**config.mk**
```make
export PLATFORM = sky130hd
export DESIGN_NAME = boreal_frame_sequencer
export DESIGN_NICKNAME = d
export VERILOG_FILES = /design/src/rtl/boreal_frame_sequencer.sv
export SDC_FILE = /design/constraint.sdc
export NUM_CORES = 1
export LEC_CHECK = 0
export CORE_MARGIN = 10
export CORE_UTILIZATION = 44
export CTS_BUF_LIST = sky130_fd_sc_hd__clkbuf_8
export DETAILED_ROUTE_END_ITERATION = 8
export HOLD_SLACK_MARGIN = 0.06
export PLACE_DENSITY = 0.68
export SETUP_SLACK_MARGIN = 0.3
export SLEW_MARGIN = 20
export SYNTH_ARGS = -nofsm -noshare
export SYNTH_HDL_FRONTEND = slang
export SYNTH_SLANG_ARGS = --single-unit
```
**constraint.sdc**
```tcl
create_clock -name clk -period 15.6 [get_ports clk]
set_clock_uncertainty 0.1 [all_clocks]
set_input_delay 3.12 -clock clk [delete_from_list [all_inputs] [get_ports clk]]
set_output_delay 3.12 -clock clk [all_outputs]
set_load 0.05 [all_outputs]
```
**src/rtl/boreal_frame_sequencer.sv**
```systemverilog
// Multi-channel frame assembler: gathers NUM_CH in-order samples into one
// frame and tags it with an ID, a ms timestamp and the safety tier. It also
// generates the 1 kHz system tick and recovers from out-of-order samples and
// stalled partial frames.
//
// state | meaning
// IDLE  | no partial frame, waiting for a channel-0 sample
// FILL  | partial frame open, expecting channel exp_ch (1..NUM_CH-1)
module boreal_frame_sequencer #(
    parameter int NUM_CH        = 8,
    parameter int SAMPLE_W      = 24,
    parameter int FID_W         = 8,
    parameter int TICK_DIV      = 100000,
    parameter int TIMEOUT_TICKS = 4
) (
    input  logic                          clk,
    input  logic                          rst,
    input  logic                          s_valid,
    input  logic [$clog2(NUM_CH)-1:0]     s_ch,
    input  logic [SAMPLE_W-1:0]           s_data,
    input  logic [1:0]                    safety_tier,
    output logic [NUM_CH*SAMPLE_W-1:0]    m_frame,
    output logic [FID_W-1:0]              m_frame_id,
    output logic [15:0]                   m_timestamp,
    output logic [1:0]                    m_tier,
    output logic                          m_valid,
    input  logic                          m_ready,
    output logic                          tick_1khz,
    output logic [15:0]                   drop_cnt,
    output logic                          seq_err
);

    localparam int CH_W = $clog2(NUM_CH);
    localparam int TK_W = (TICK_DIV > 1) ? $clog2(TICK_DIV) : 1;
    localparam int TO_W = $clog2(TIMEOUT_TICKS + 1);
    localparam logic [CH_W-1:0] LAST_CH = CH_W'(NUM_CH - 1);

    typedef enum logic {
        IDLE,
        FILL
    } state_t;

    state_t                       state;
    logic [CH_W-1:0]              exp_ch;
    logic [NUM_CH*SAMPLE_W-1:0]   asm_buf;
    logic [NUM_CH*SAMPLE_W-1:0]   frame_next;
    logic [15:0]                  ts_buf;
    logic [FID_W-1:0]             fid_cnt;
    logic [TO_W-1:0]              to_cnt;
    logic [TK_W-1:0]              tick_cnt;
    logic [15:0]                  ms_cnt;

    logic tick_hit;
    logic accept;
    logic complete;
    logic out_free;
    logic timeout_hit;

    assign tick_hit    = (tick_cnt == TK_W'(TICK_DIV - 1));
    assign tick_1khz   = tick_hit;
    assign accept      = s_valid && (s_ch == exp_ch);
    assign complete    = accept && (state == FILL) && (s_ch == LAST_CH);
    assign out_free    = !m_valid || m_ready;
    assign timeout_hit = (state == FILL) && tick_hit &&
                         (to_cnt == TO_W'(TIMEOUT_TICKS - 1));

    // Assembly buffer with the incoming sample merged into its lane.
    always_comb begin
        frame_next = asm_buf;
        frame_next[int'(s_ch)*SAMPLE_W +: SAMPLE_W] = s_data;
    end

    // Free-running tick divider and wrapping millisecond counter.
    always_ff @(posedge clk or posedge rst) begin
        if (rst) begin
            tick_cnt <= '0;
            ms_cnt   <= '0;
        end else if (tick_hit) begin
            tick_cnt <= '0;
            ms_cnt   <= ms_cnt + 16'd1;
        end else begin
            tick_cnt <= tick_cnt + TK_W'(1);
        end
    end

    // Frame sequencing, timeout recovery and output register.
    always_ff @(posedge clk or posedge rst) begin
        if (rst) begin
            state       <= IDLE;
            exp_ch      <= '0;
            asm_buf     <= '0;
            ts_buf      <= '0;
            fid_cnt     <= '0;
            to_cnt      <= '0;
            m_frame     <= '0;
            m_frame_id  <= '0;
            m_timestamp <= '0;
            m_tier      <= '0;
            m_valid     <= 1'b0;
            drop_cnt    <= '0;
            seq_err     <= 1'b0;
        end else begin
            seq_err <= 1'b0;
            if (m_valid && m_ready) begin
                m_valid <= 1'b0;
            end

            case (state)
                IDLE: begin
                    // Only channel 0 can open a frame; anything else is ignored.
                    if (accept) begin
                        asm_buf <= frame_next;
                        ts_buf  <= ms_cnt;
                        exp_ch  <= CH_W'(1);
                        to_cnt  <= '0;
                        state   <= FILL;
                    end
                end

                FILL: begin
                    if (accept) begin
                        // An accepted sample beats a coincident timeout.
                        asm_buf <= frame_next;
                        to_cnt  <= '0;
                        if (complete) begin
                            if (out_free) begin
                                m_frame     <= frame_next;
                                m_frame_id  <= fid_cnt;
                                m_timestamp <= ts_buf;
                                m_tier      <= safety_tier;
                                m_valid     <= 1'b1;
                            end else if (drop_cnt != 16'hFFFF) begin
                                drop_cnt <= drop_cnt + 16'd1;
                            end
                            // IDs advance on drops too so downstream sees the gap.
                            fid_cnt <= fid_cnt + FID_W'(1);
                            exp_ch  <= '0;
                            state   <= IDLE;
                        end else begin
                            exp_ch <= exp_ch + CH_W'(1);
                        end
                    end else if (s_valid) begin
                        // Out-of-order sample; also covers a coincident timeout.
                        seq_err <= 1'b1;
                        to_cnt  <= '0;
                        if (s_ch == '0) begin
                            asm_buf <= frame_next;
                            ts_buf  <= ms_cnt;
                            exp_ch  <= CH_W'(1);
                        end else begin
                            exp_ch <= '0;
                            state  <= IDLE;
                        end
                    end else if (timeout_hit) begin
                        seq_err <= 1'b1;
                        to_cnt  <= '0;
                        exp_ch  <= '0;
                        state   <= IDLE;
                    end else if (tick_hit) begin
                        to_cnt <= to_cnt + TO_W'(1);
                    end
                end

                default: begin
                    exp_ch <= '0;
                    state  <= IDLE;
                end
            endcase
        end
    end

endmodule

```
Word level (Yosys, flattened, before mapping):

Index checks and enable logic that the tools add are counted.

* $add $sub $neg: 7
* multipliers: 1
* div/mod/pow operators: 0
* order comparisons: 0
* equality and inequality tests: 13
* shifts and indexed selects: 2
* mux-type cells: 41
* bitwise logic cells: 2
* reduce and logical (&&, ||, !) cells: 16

Operator list (count)
* two-way mux 192 bit: 4
* case mux 192 bit (2 select lines): 1
* bitwise mux 192 bit: 1
* variable shift 24 x 33 -> 192 bit, first input constant: 1
* variable part select 24 x 33 -> 192 bit: 1
* two-way mux 16 bit: 4
* negator 8 -> 33 bit: 1
* adder 16 x 1 -> 16 bit, second input constant: 2
* case mux 16 bit (2 select lines): 1
* two-way mux 3 bit: 10
* adder 17 x 1 -> 17 bit, second input constant: 1
* equality test 17 bit, second input constant: 1
* two-way mux 17 bit: 1
* two-way mux 1 bit: 16
* inequality test 16 bit, second input constant: 1
* case mux 3 bit (2 select lines): 2
* adder 8 x 1 -> 8 bit, second input constant: 1
* AND reduction 4 bit: 2
* adder 3 x 1 -> 3 bit, second input constant: 2
* logical AND 1 bit: 6
* inequality test 2 bit, second input constant: 3
* AND reduction 3 bit: 2
* multiplier 3 x 2 -> 5 bit, second input constant: 1
* inequality test 5 x 2 -> 1 bit, second input constant: 1
* 14 further kinds: 16

* flip-flop bits (word level): 492
* latch bits: 0
* RAM bits: 0
* bits in read-only memories: 0
* input port bits: 33
* output and inout bits: 237
* word-level logic and storage cells: 97
* memories kept: 0

Logic depth before layout (Yosys ltp):

Gate-level depths: netlist (run 1).

* depth in word-level cells: 8
* depth in mapped cells: 16
* depth with buffers taken out: 12

Worst setup path before layout (run 1):

Ideal clock, no wire load.

* path kind: input -> register
* start point: input port s_ch[0]
* end point: register asm_buf[100]
* arrival: 6.575 ns
* path slack: 8.801 ns
* stages on the path: 12
* cell sequence: ha_1 -> inv_1 -> fa_1 -> xnor2_2 -> buf_2 -> nor2_1 -> ha_1 -> clkbuf_1 -> buf_1 -> o21ai_1 -> nor4_4 -> mux2_2

* longest elaborated chain between the ends: 8
* elaborated cells between the ends (all ways): 17
* classes of those cells: add/sub: 1; mul: 1; eq/ne: 4; shift: 2; mux: 6; reduce/logical: 3

Ends and longest elaborated chain
* from (decl): line 19 `input logic [$clog2(NUM_CH)-1:0] s_ch,`
* multiplier 3 x 2 -> 5 bit: line 70 `frame_next[int'(s_ch)*SAMPLE_W +: SAMPLE_W] = s_data;`
* negator 8 -> 33 bit: line 70
* variable part select 24 x 33 -> 192 bit / variable shift 24 x 33 -> 192 bit (equally long branches): line 70
* bitwise mux 192 bit: line 70
* two-way mux 192 bit: line 146 `if (s_ch == '0) begin`
* two-way mux 192 bit: line 142 `end else if (s_valid) begin`
* two-way mux 192 bit: line 121 `if (accept) begin`
* case mux 192 bit (2 select lines): line 108 `case (state)`
* to (signal assigned): line 112 `asm_buf <= frame_next;`
* to (signal assigned): line 123 `asm_buf <= frame_next;`
* to (signal assigned): line 147 `asm_buf <= frame_next;`
* to (decl): line 45 `logic [NUM_CH*SAMPLE_W-1:0] asm_buf;`

Several ways; a longest one is shown, not always the timed one. The select of a mux whose other input is x is not followed.
A chain may end at the register's enable or synchronous reset.

Worst setup path in the final report (run 1):

* start point: input port s_ch[0]
* end point: register asm_buf[13]

Same word-level chain as after synthesis.

==> results.sh, run 1 <==
export IMPL_postCtsSetupBuffers=0
export IMPL_grt_setup_unrepaired="false"
export IMPL_run_status="complete, no violations"
export IMPL_vertical_die_dimension_um=247
export IMPL_fin_ws_ns=7.19
export IMPL_crit_path_kind="input port to flip-flop"
export IMPL_cts_htree_levels=3
export IMPL_route_antenna_remaining_nets=0
export IMPL_dieArea_mm2=0.0611
export IMPL_avgSynthCellArea_um2=9.88
export IMPL_worstPathArrival_ns=8.81
export IMPL_detailedRoute_firstPassIterationCount=7
export IMPL_grt_max_degree=185
export IMPL_slew_headroom=0.209
export IMPL_data_required_time_at_the_worst_endpoint_ns=16.00
export IMPL_dieWidth_um=247
export IMPL_min_path_type="flip-flop to flip-flop"
export IMPL_min_delay_path_depth=1
export IMPL_share_of_layout_cells_above_drive_strength_1=0.114
export IMPL_count_of_synthesis_stage_warnings_from_yosys=0
export IMPL_start_util=0.444
export IMPL_root_buffer="sky130_fd_sc_hd__clkbuf_8"
export IMPL_route_final_wire_length_um=69800
export IMPL_leakagePower_nw=12.1
export IMPL_fp_coreArea_mm2=0.0512
export IMPL_detailroute_via_count=18500
export IMPL_clkSlewWorstSetupHoldPaths_ns=0.06
export IMPL_cts_hold_buf=0
export IMPL_worst_reg_to_reg_cells=6
export IMPL_postSynthRegisterBits=492
export IMPL_post_synth_instance_area_mm2=0.0227
export IMPL_ys_dominant_reg_cell="sky130_fd_sc_hd__dfrtp_1"
export IMPL_setup_tns_ns=0
export IMPL_timing_hold_violations_final=0
export IMPL_area_growth_syn_to_layout_pct=21.9
export IMPL_timing_worst_slew_pin_value_ns=1.17
export IMPL_synth_top_cell_area_share=0.542
export IMPL_place_ws_ns=6.62
export IMPL_insertion_delay_ns=0.67
export IMPL_synth_yosys_seq_area_share=0.542
export IMPL_floorplan_rows=83
export IMPL_port_buffers=269
export IMPL_reg2reg_setup_slack_ns=11.77
export IMPL_place_gp_congestion=0.952
export IMPL_count_of_boundary_i_o_pins=270
export IMPL_drv_max_cap_violation_count=0
export IMPL_synth_edff_count=0
export IMPL_grt_usage=0.225
export IMPL_post_route_period_util=0.539
export IMPL_gr_total_overflow=0
export IMPL_via_per_inst=5.63
export IMPL_final_nets=2580
export IMPL_ys_top_cells_by_area="sky130_fd_sc_hd__dfrtp_1 (54%), sky130_fd_sc_hd__nand2_1 (6.8%), sky130_fd_sc_hd__o21ai_0 (5.8%), sky130_fd_sc_hd__mux2_2 (3.8%), sky130_fd_sc_hd__nor2_1 (2.9%)"
export IMPL_finalSetupViolations=0
export IMPL_grt_first_pass_wirelength_um=107000
export IMPL_synth_distinct_cells=80
export IMPL_post_cts_resized=0
export IMPL_timing_max_transition_violations_final=0
export IMPL_period_minus_slack_ns=8.41
export IMPL_drt_first_iter_violations=1458
export IMPL_final_cell_mix="sky130_fd_sc_hd__dfrtp_1 (492), sky130_fd_sc_hd__nand2_1 (413), sky130_fd_sc_hd__clkdlybuf4s50_1 (268)"
export IMPL_final_worst_hold_slack_ns=0.367
export IMPL_mostFrequentLayoutCell="sky130_fd_sc_hd__dfrtp_1"
export IMPL_n_fill_cell=4527
export IMPL_postSynthCellCount=2300
export IMPL_num_antenna_cells=0
export IMPL_cts_tree="built"
export IMPL_synth_largest_area_cell="sky130_fd_sc_hd__dfrtp_1"
export IMPL_grt_pass1_vias=18100
export IMPL_route_detailed_drc=0
export IMPL_maxClockFrequency_mhz=119
export IMPL_dp_hpwl_um=50000
export IMPL_ir_drop_mv=0.0852
export IMPL_clkSinkCount=492
export IMPL_timing_critical_path_from_type="input port"
export IMPL_critPathCaptureType="flip-flop"
export IMPL_worst_path_fanout_max=73
export IMPL_power_density_mw_per_mm2=127
export IMPL_ctsLongestPathBuffers=3
export IMPL_routed_wire_length_per_instance_um=21.3
export IMPL_cts_buffers=83
export IMPL_synth_async_sr_flop_share=1.00
export IMPL_postSynthNetCount=2347
export IMPL_number_of_antenna_violations_at_the_first_check_in_global_routing=5
path summary, 6_finish.rpt:
kind                       startpoint            to
setup reg to reg            exp_ch[1]  m_frame[102]
min in group asynchronous         rst   m_frame[59]
setup / recovery              s_ch[0]   asm_buf[13]
max in group asynchronous         rst   m_frame[73]
hold reg to reg            ms_cnt[15]    ms_cnt[15]
hold / removal             ms_cnt[15]    ms_cnt[15]
per-stage QoR:
stage               instances  utilization  power [W]  instance area (µm²)
finish                   3277        0.541    0.00352                27700
global route             3277        0.541    0.00369                27700
CTS                      3277        0.541    0.00354                27700
detailed placement       3128        0.506    0.00232                25900
global placement         3128        0.506    0.00230                25900
floorplan                2300            -    0.00206                22700
power by group:
part	internal, W	switching, W
clock	0.000687	0.000525
sequential	0.00147	0.000110
combinational	0.000240	0.000487
total	0.00240	0.00112
logic make-up (layout without fill, tap and decap cells):
| group | after synthesis | after routing | synth area share |
|---|---|---|---|
| AOI/OAI and AO/OA | 614 | 614 | 0.170 |
| xor gates and xnor gates | 63 | 63 | 0.0264 |
| adders and majority gates | 14 | 14 | 0.00804 |
| buffers and inverters | 178 | 475 | 0.0338 |
| DFF | 492 | 492 | 0.542 |
| muxes | 112 | 112 | 0.0538 |
| and+or+nand+nor | 827 | 827 | 0.166 |
flip-flops by register name, indices dropped and copies added (netlist names), 2 cells and up:
signal and cells:
asm_buf 192, m_frame 192, tick_cnt 17, drop_cnt 16, m_timestamp 16, ms_cnt 16
ts_buf 16, fid_cnt 8, m_frame_id 8, exp_ch 3, to_cnt 3, m_tier 2
metal layers:
metal,global-route usage,share of wire
met5,0,0.0011
met4,0.0893,0.034
met1,0.280,0.41
met2,0.368,0.48
met3,0.0584,0.079
area by class of cell:
cell class              count  area [µm²]  share of cell area
well taps                 680         851              0.0307
clock inverters            34         214             0.00772
multi-input cells        1630        9710               0.350
inverters                  26         101             0.00366
flip-flops and latches    492       12300               0.444
clock buffers             115        1580              0.0571
repair buffers            300        2940               0.106
critical path: stages:
cell,delay (ns)
sky130_fd_sc_hd__buf_2,0.08
sky130_fd_sc_hd__buf_4,0.58
sky130_fd_sc_hd__ha_1,0.37
sky130_fd_sc_hd__inv_1,0.09
sky130_fd_sc_hd__fa_1,0.46
sky130_fd_sc_hd__xnor2_2,0.78
sky130_fd_sc_hd__nor2_1,0.12
sky130_fd_sc_hd__ha_1,0.62
sky130_fd_sc_hd__nor4_4,0.93
sky130_fd_sc_hd__nand2_1,0.46
sky130_fd_sc_hd__a21oi_1,0.94
sky130_fd_sc_hd__a21oi_1,0.20
cells in the mapped netlist, types with 7 or more instances:
library cell               instances
sky130_fd_sc_hd__clkbuf_1         77
sky130_fd_sc_hd__nor2b_1           8
sky130_fd_sc_hd__nand4_1          24
sky130_fd_sc_hd__a22o_1           11
sky130_fd_sc_hd__inv_1            25
sky130_fd_sc_hd__a31oi_1          19
sky130_fd_sc_hd__and2_1           24
sky130_fd_sc_hd__nand2_1         414
sky130_fd_sc_hd__xor2_1           25
sky130_fd_sc_hd__and3_1           19
sky130_fd_sc_hd__o311ai_0         28
sky130_fd_sc_hd__buf_2            60
sky130_fd_sc_hd__nand3_1          58
sky130_fd_sc_hd__ha_1             13
sky130_fd_sc_hd__a32o_1            8
sky130_fd_sc_hd__a21oi_1         115
sky130_fd_sc_hd__mux2_2           77
sky130_fd_sc_hd__a32oi_1          25
sky130_fd_sc_hd__a22oi_1          31
sky130_fd_sc_hd__dfrtp_1         492
sky130_fd_sc_hd__nor3_1           31
sky130_fd_sc_hd__buf_1             8
sky130_fd_sc_hd__and2_0            7
sky130_fd_sc_hd__xnor2_1          33
sky130_fd_sc_hd__nand2b_1         12
sky130_fd_sc_hd__mux2i_1          34
sky130_fd_sc_hd__nor2_2            9
sky130_fd_sc_hd__nor3_2            8
sky130_fd_sc_hd__a221oi_1         10
sky130_fd_sc_hd__o21ai_0         262
sky130_fd_sc_hd__o21ai_1          13
sky130_fd_sc_hd__nor2_1          178
sky130_fd_sc_hd__o31ai_1           7
sky130_fd_sc_hd__a221o_1          33
sky130_fd_sc_hd__o21a_1           10
Power figures use the tool's default switching activity.
==> inputs of run 2 (changes only) <==
--- a/config.mk
+++ b/config.mk
@@ -10,7 +10,7 @@
 export CTS_BUF_LIST = sky130_fd_sc_hd__clkbuf_8
 export DETAILED_ROUTE_END_ITERATION = 8
 export HOLD_SLACK_MARGIN = 0.06
-export PLACE_DENSITY = 0.68
+export PLACE_DENSITY = 0.65
 export SETUP_SLACK_MARGIN = 0.3
 export SLEW_MARGIN = 20
 export SYNTH_ARGS = -nofsm -noshare
==> constraint.sdc (replaced) <==
create_clock -name clk -period 8.5 [get_ports clk]
set_clock_uncertainty 0.1 [all_clocks]
set_input_delay 1.7 -clock clk [delete_from_list [all_inputs] [get_ports clk]]
set_output_delay 1.7 -clock clk [all_outputs]
set_load 0.05 [all_outputs]
==> run 2 against run 1 <==
Effect of this change:
- hold slack lost 0.0024 ns
- critical path depth down 2
- first-iteration DRC count increased by 1.6%
- cell count barely moved
- register-to-register slack worse by 6.9 ns
- sequential power is 83% higher
- via count fell by 0.22%
- worst setup slack worse by 5.1 ns
- non-clock buffer count increased by 6
- critical endpoint is now asm_buf[162]
- highest routed layer unchanged
==> results.sh, run 2 (same netlist as run 1, synthesis figures left out) <==
export IMPL_postCtsSetupBuffers=0
export IMPL_area_growth_syn_to_layout_pct=21.5
export IMPL_grt_max_degree=216
export IMPL_grt_pass1_vias=18100
export IMPL_via_per_inst=5.62
export IMPL_run_status="complete, no violations"
export IMPL_route_final_wire_length_um=69900
export IMPL_cts_tree="built"
export IMPL_total_power_w=0.00632
export IMPL_dieWidth_um=247
export IMPL_drt_first_iter_violations=1481
export IMPL_root_buffer="sky130_fd_sc_hd__clkbuf_8"
export IMPL_timing_max_transition_violations_final=0
export IMPL_vertical_die_dimension_um=247
export IMPL_final_cell_mix="sky130_fd_sc_hd__dfrtp_1 (492), sky130_fd_sc_hd__nand2_1 (413), sky130_fd_sc_hd__clkdlybuf4s50_1 (268)"
export IMPL_final_nets=2587
export IMPL_power_share_combinational=0.209
export IMPL_place_gp_congestion=0.932
export IMPL_slew_headroom=0.267
export IMPL_largestRegisters="asm_buf x192, m_frame x192, tick_cnt x17"
export IMPL_cts_htree_levels=3
export IMPL_fp_coreArea_mm2=0.0512
export IMPL_floorplan_rows=83
export IMPL_routed_top_layer="met5"
export IMPL_grt_first_pass_wirelength_um=108000
export IMPL_clkSlewWorstSetupHoldPaths_ns=0.06
export IMPL_finalSetupViolations=0
export IMPL_internal_power_w=0.00429
export IMPL_dieArea_mm2=0.0611
export IMPL_ctsLongestPathBuffers=3
export IMPL_power_share_clock=0.334
export IMPL_min_path_type="flip-flop to flip-flop"
export IMPL_met2_length_um=33600
export IMPL_number_of_antenna_violations_at_the_first_check_in_global_routing=5
export IMPL_met1_length_um=28400
export IMPL_route_met3_wl_um=5270
export IMPL_drv_max_cap_violation_count=0
export IMPL_route_detailed_drc=0
export IMPL_post_cts_resized=0
export IMPL_cts_buffers=84
export IMPL_power_density_mw_per_mm2=229
export IMPL_proportion_of_total_power_due_to_net_switching=0.322
export IMPL_timing_critical_path_from_type="input port"
export IMPL_dp_cells=3134
export IMPL_ir_drop_mv=0.120
export IMPL_data_required_time_at_the_worst_endpoint_ns=8.96
export IMPL_worstPathArrival_ns=6.83
export IMPL_final_cells=3279
export IMPL_start_util=0.444
export IMPL_grt_usage=0.226
export IMPL_critPathCaptureType="flip-flop"
export IMPL_period_minus_slack_ns=6.37
export IMPL_timing_hold_violations_final=0
export IMPL_routed_wire_length_per_instance_um=21.3
export IMPL_crit_path_kind="input port to flip-flop"
export IMPL_mostFrequentLayoutCell="sky130_fd_sc_hd__dfrtp_1"
export IMPL_count_of_boundary_i_o_pins=270
export IMPL_insertion_delay_ns=0.68
export IMPL_p_sw_w=0.00204
export IMPL_cts_hold_buf=0
export IMPL_port_buffers=269
export IMPL_clkSinkCount=492
export IMPL_timing_worst_slew_pin_value_ns=1.09
export IMPL_post_route_period_util=0.749
export IMPL_setup_tns_ns=0
export IMPL_worst_path_fanout_max=17
export IMPL_grt_setup_unrepaired="false"
export IMPL_share_of_layout_cells_above_drive_strength_1=0.110
export IMPL_detailroute_via_count=18400
export IMPL_leakagePower_nw=12.1
export IMPL_dp_hpwl_um=49500
export IMPL_pwr_share_seq=0.457
export IMPL_maxClockFrequency_mhz=157
export IMPL_route_antenna_remaining_nets=0
export IMPL_gr_total_overflow=0
export IMPL_detailedRoute_firstPassIterationCount=6
## run 2: final cells by class
type / instances / area [µm²]
timing repair buffer: 306 / 3000
antenna: 1 / 2.50
fill: 4547 / 23600
inverter: 26 / 101
clock inverter: 41 / 233
sequential: 492 / 12300
multi-input combinational: 1630 / 9670
clock buffer: 103 / 1420
tap: 680 / 851
## run 2: routing by layer
metal / GRT usage / vias up
met4: 0.0945 / 8
li1: - / 8609
met3: 0.0579 / 149
met2: 0.367 / 649
met1: 0.281 / 9005
met5: 0 / -
## run 2: power groups by stage
stage	registers, W	clock network, W	logic (W)
6_report	0.00289	0.00211	0.00132
5_1_grt	0.00293	0.00227	0.00144
4_1_cts	0.00289	0.00217	0.00132
3_5_place_dp	0.00293	0	0.00132
3_3_place_gp	0.00292	0	0.00129
2_1_floorplan	0.00307	0	0.000719
## run 2: path summary, 6_finish.rpt
kind | startpoint | endpoint | slack, ns | depth (start not counted)
worst min-delay path | ms_cnt[15] | ms_cnt[15] | 0.36 | 1
min in group asynchronous | rst | m_frame[155] | 1.46 | 2
worst max register to register | exp_ch[0] | m_frame[145] | 4.84 | 6
worst max-delay path | s_ch[2] | asm_buf[162] | 2.13 | 10
max in group asynchronous | rst | m_frame[129] | 5.19 | 4
worst min register to register | ms_cnt[15] | ms_cnt[15] | 0.36 | 1
## run 2: through the flow
step	hold WS, ns	util	worst slack (ns)	instance area [µm²]
3_5_place_dp	0.356	0.507	1.57	25900
6_report	0.364	0.539	2.13	27600
3_3_place_gp	0.353	0.507	1.69	25900
2_1_floorplan	0.333	-	0.0274	22700
4_1_cts	0.369	0.539	2.30	27600
5_1_grt	0.382	0.539	1.91	27600
## run 2: critical path, cell delays in order
cell                              delay (ns)
sky130_fd_sc_hd__clkdlybuf4s50_1        0.86
sky130_fd_sc_hd__inv_1                  0.18
sky130_fd_sc_hd__fa_1                   1.01
sky130_fd_sc_hd__nand2_1                0.34
sky130_fd_sc_hd__nor2_1                 0.18
sky130_fd_sc_hd__ha_1                   0.26
sky130_fd_sc_hd__inv_1                  0.57
sky130_fd_sc_hd__nand4_1                0.79
sky130_fd_sc_hd__nand2b_1               0.57
sky130_fd_sc_hd__mux2_2                 0.36
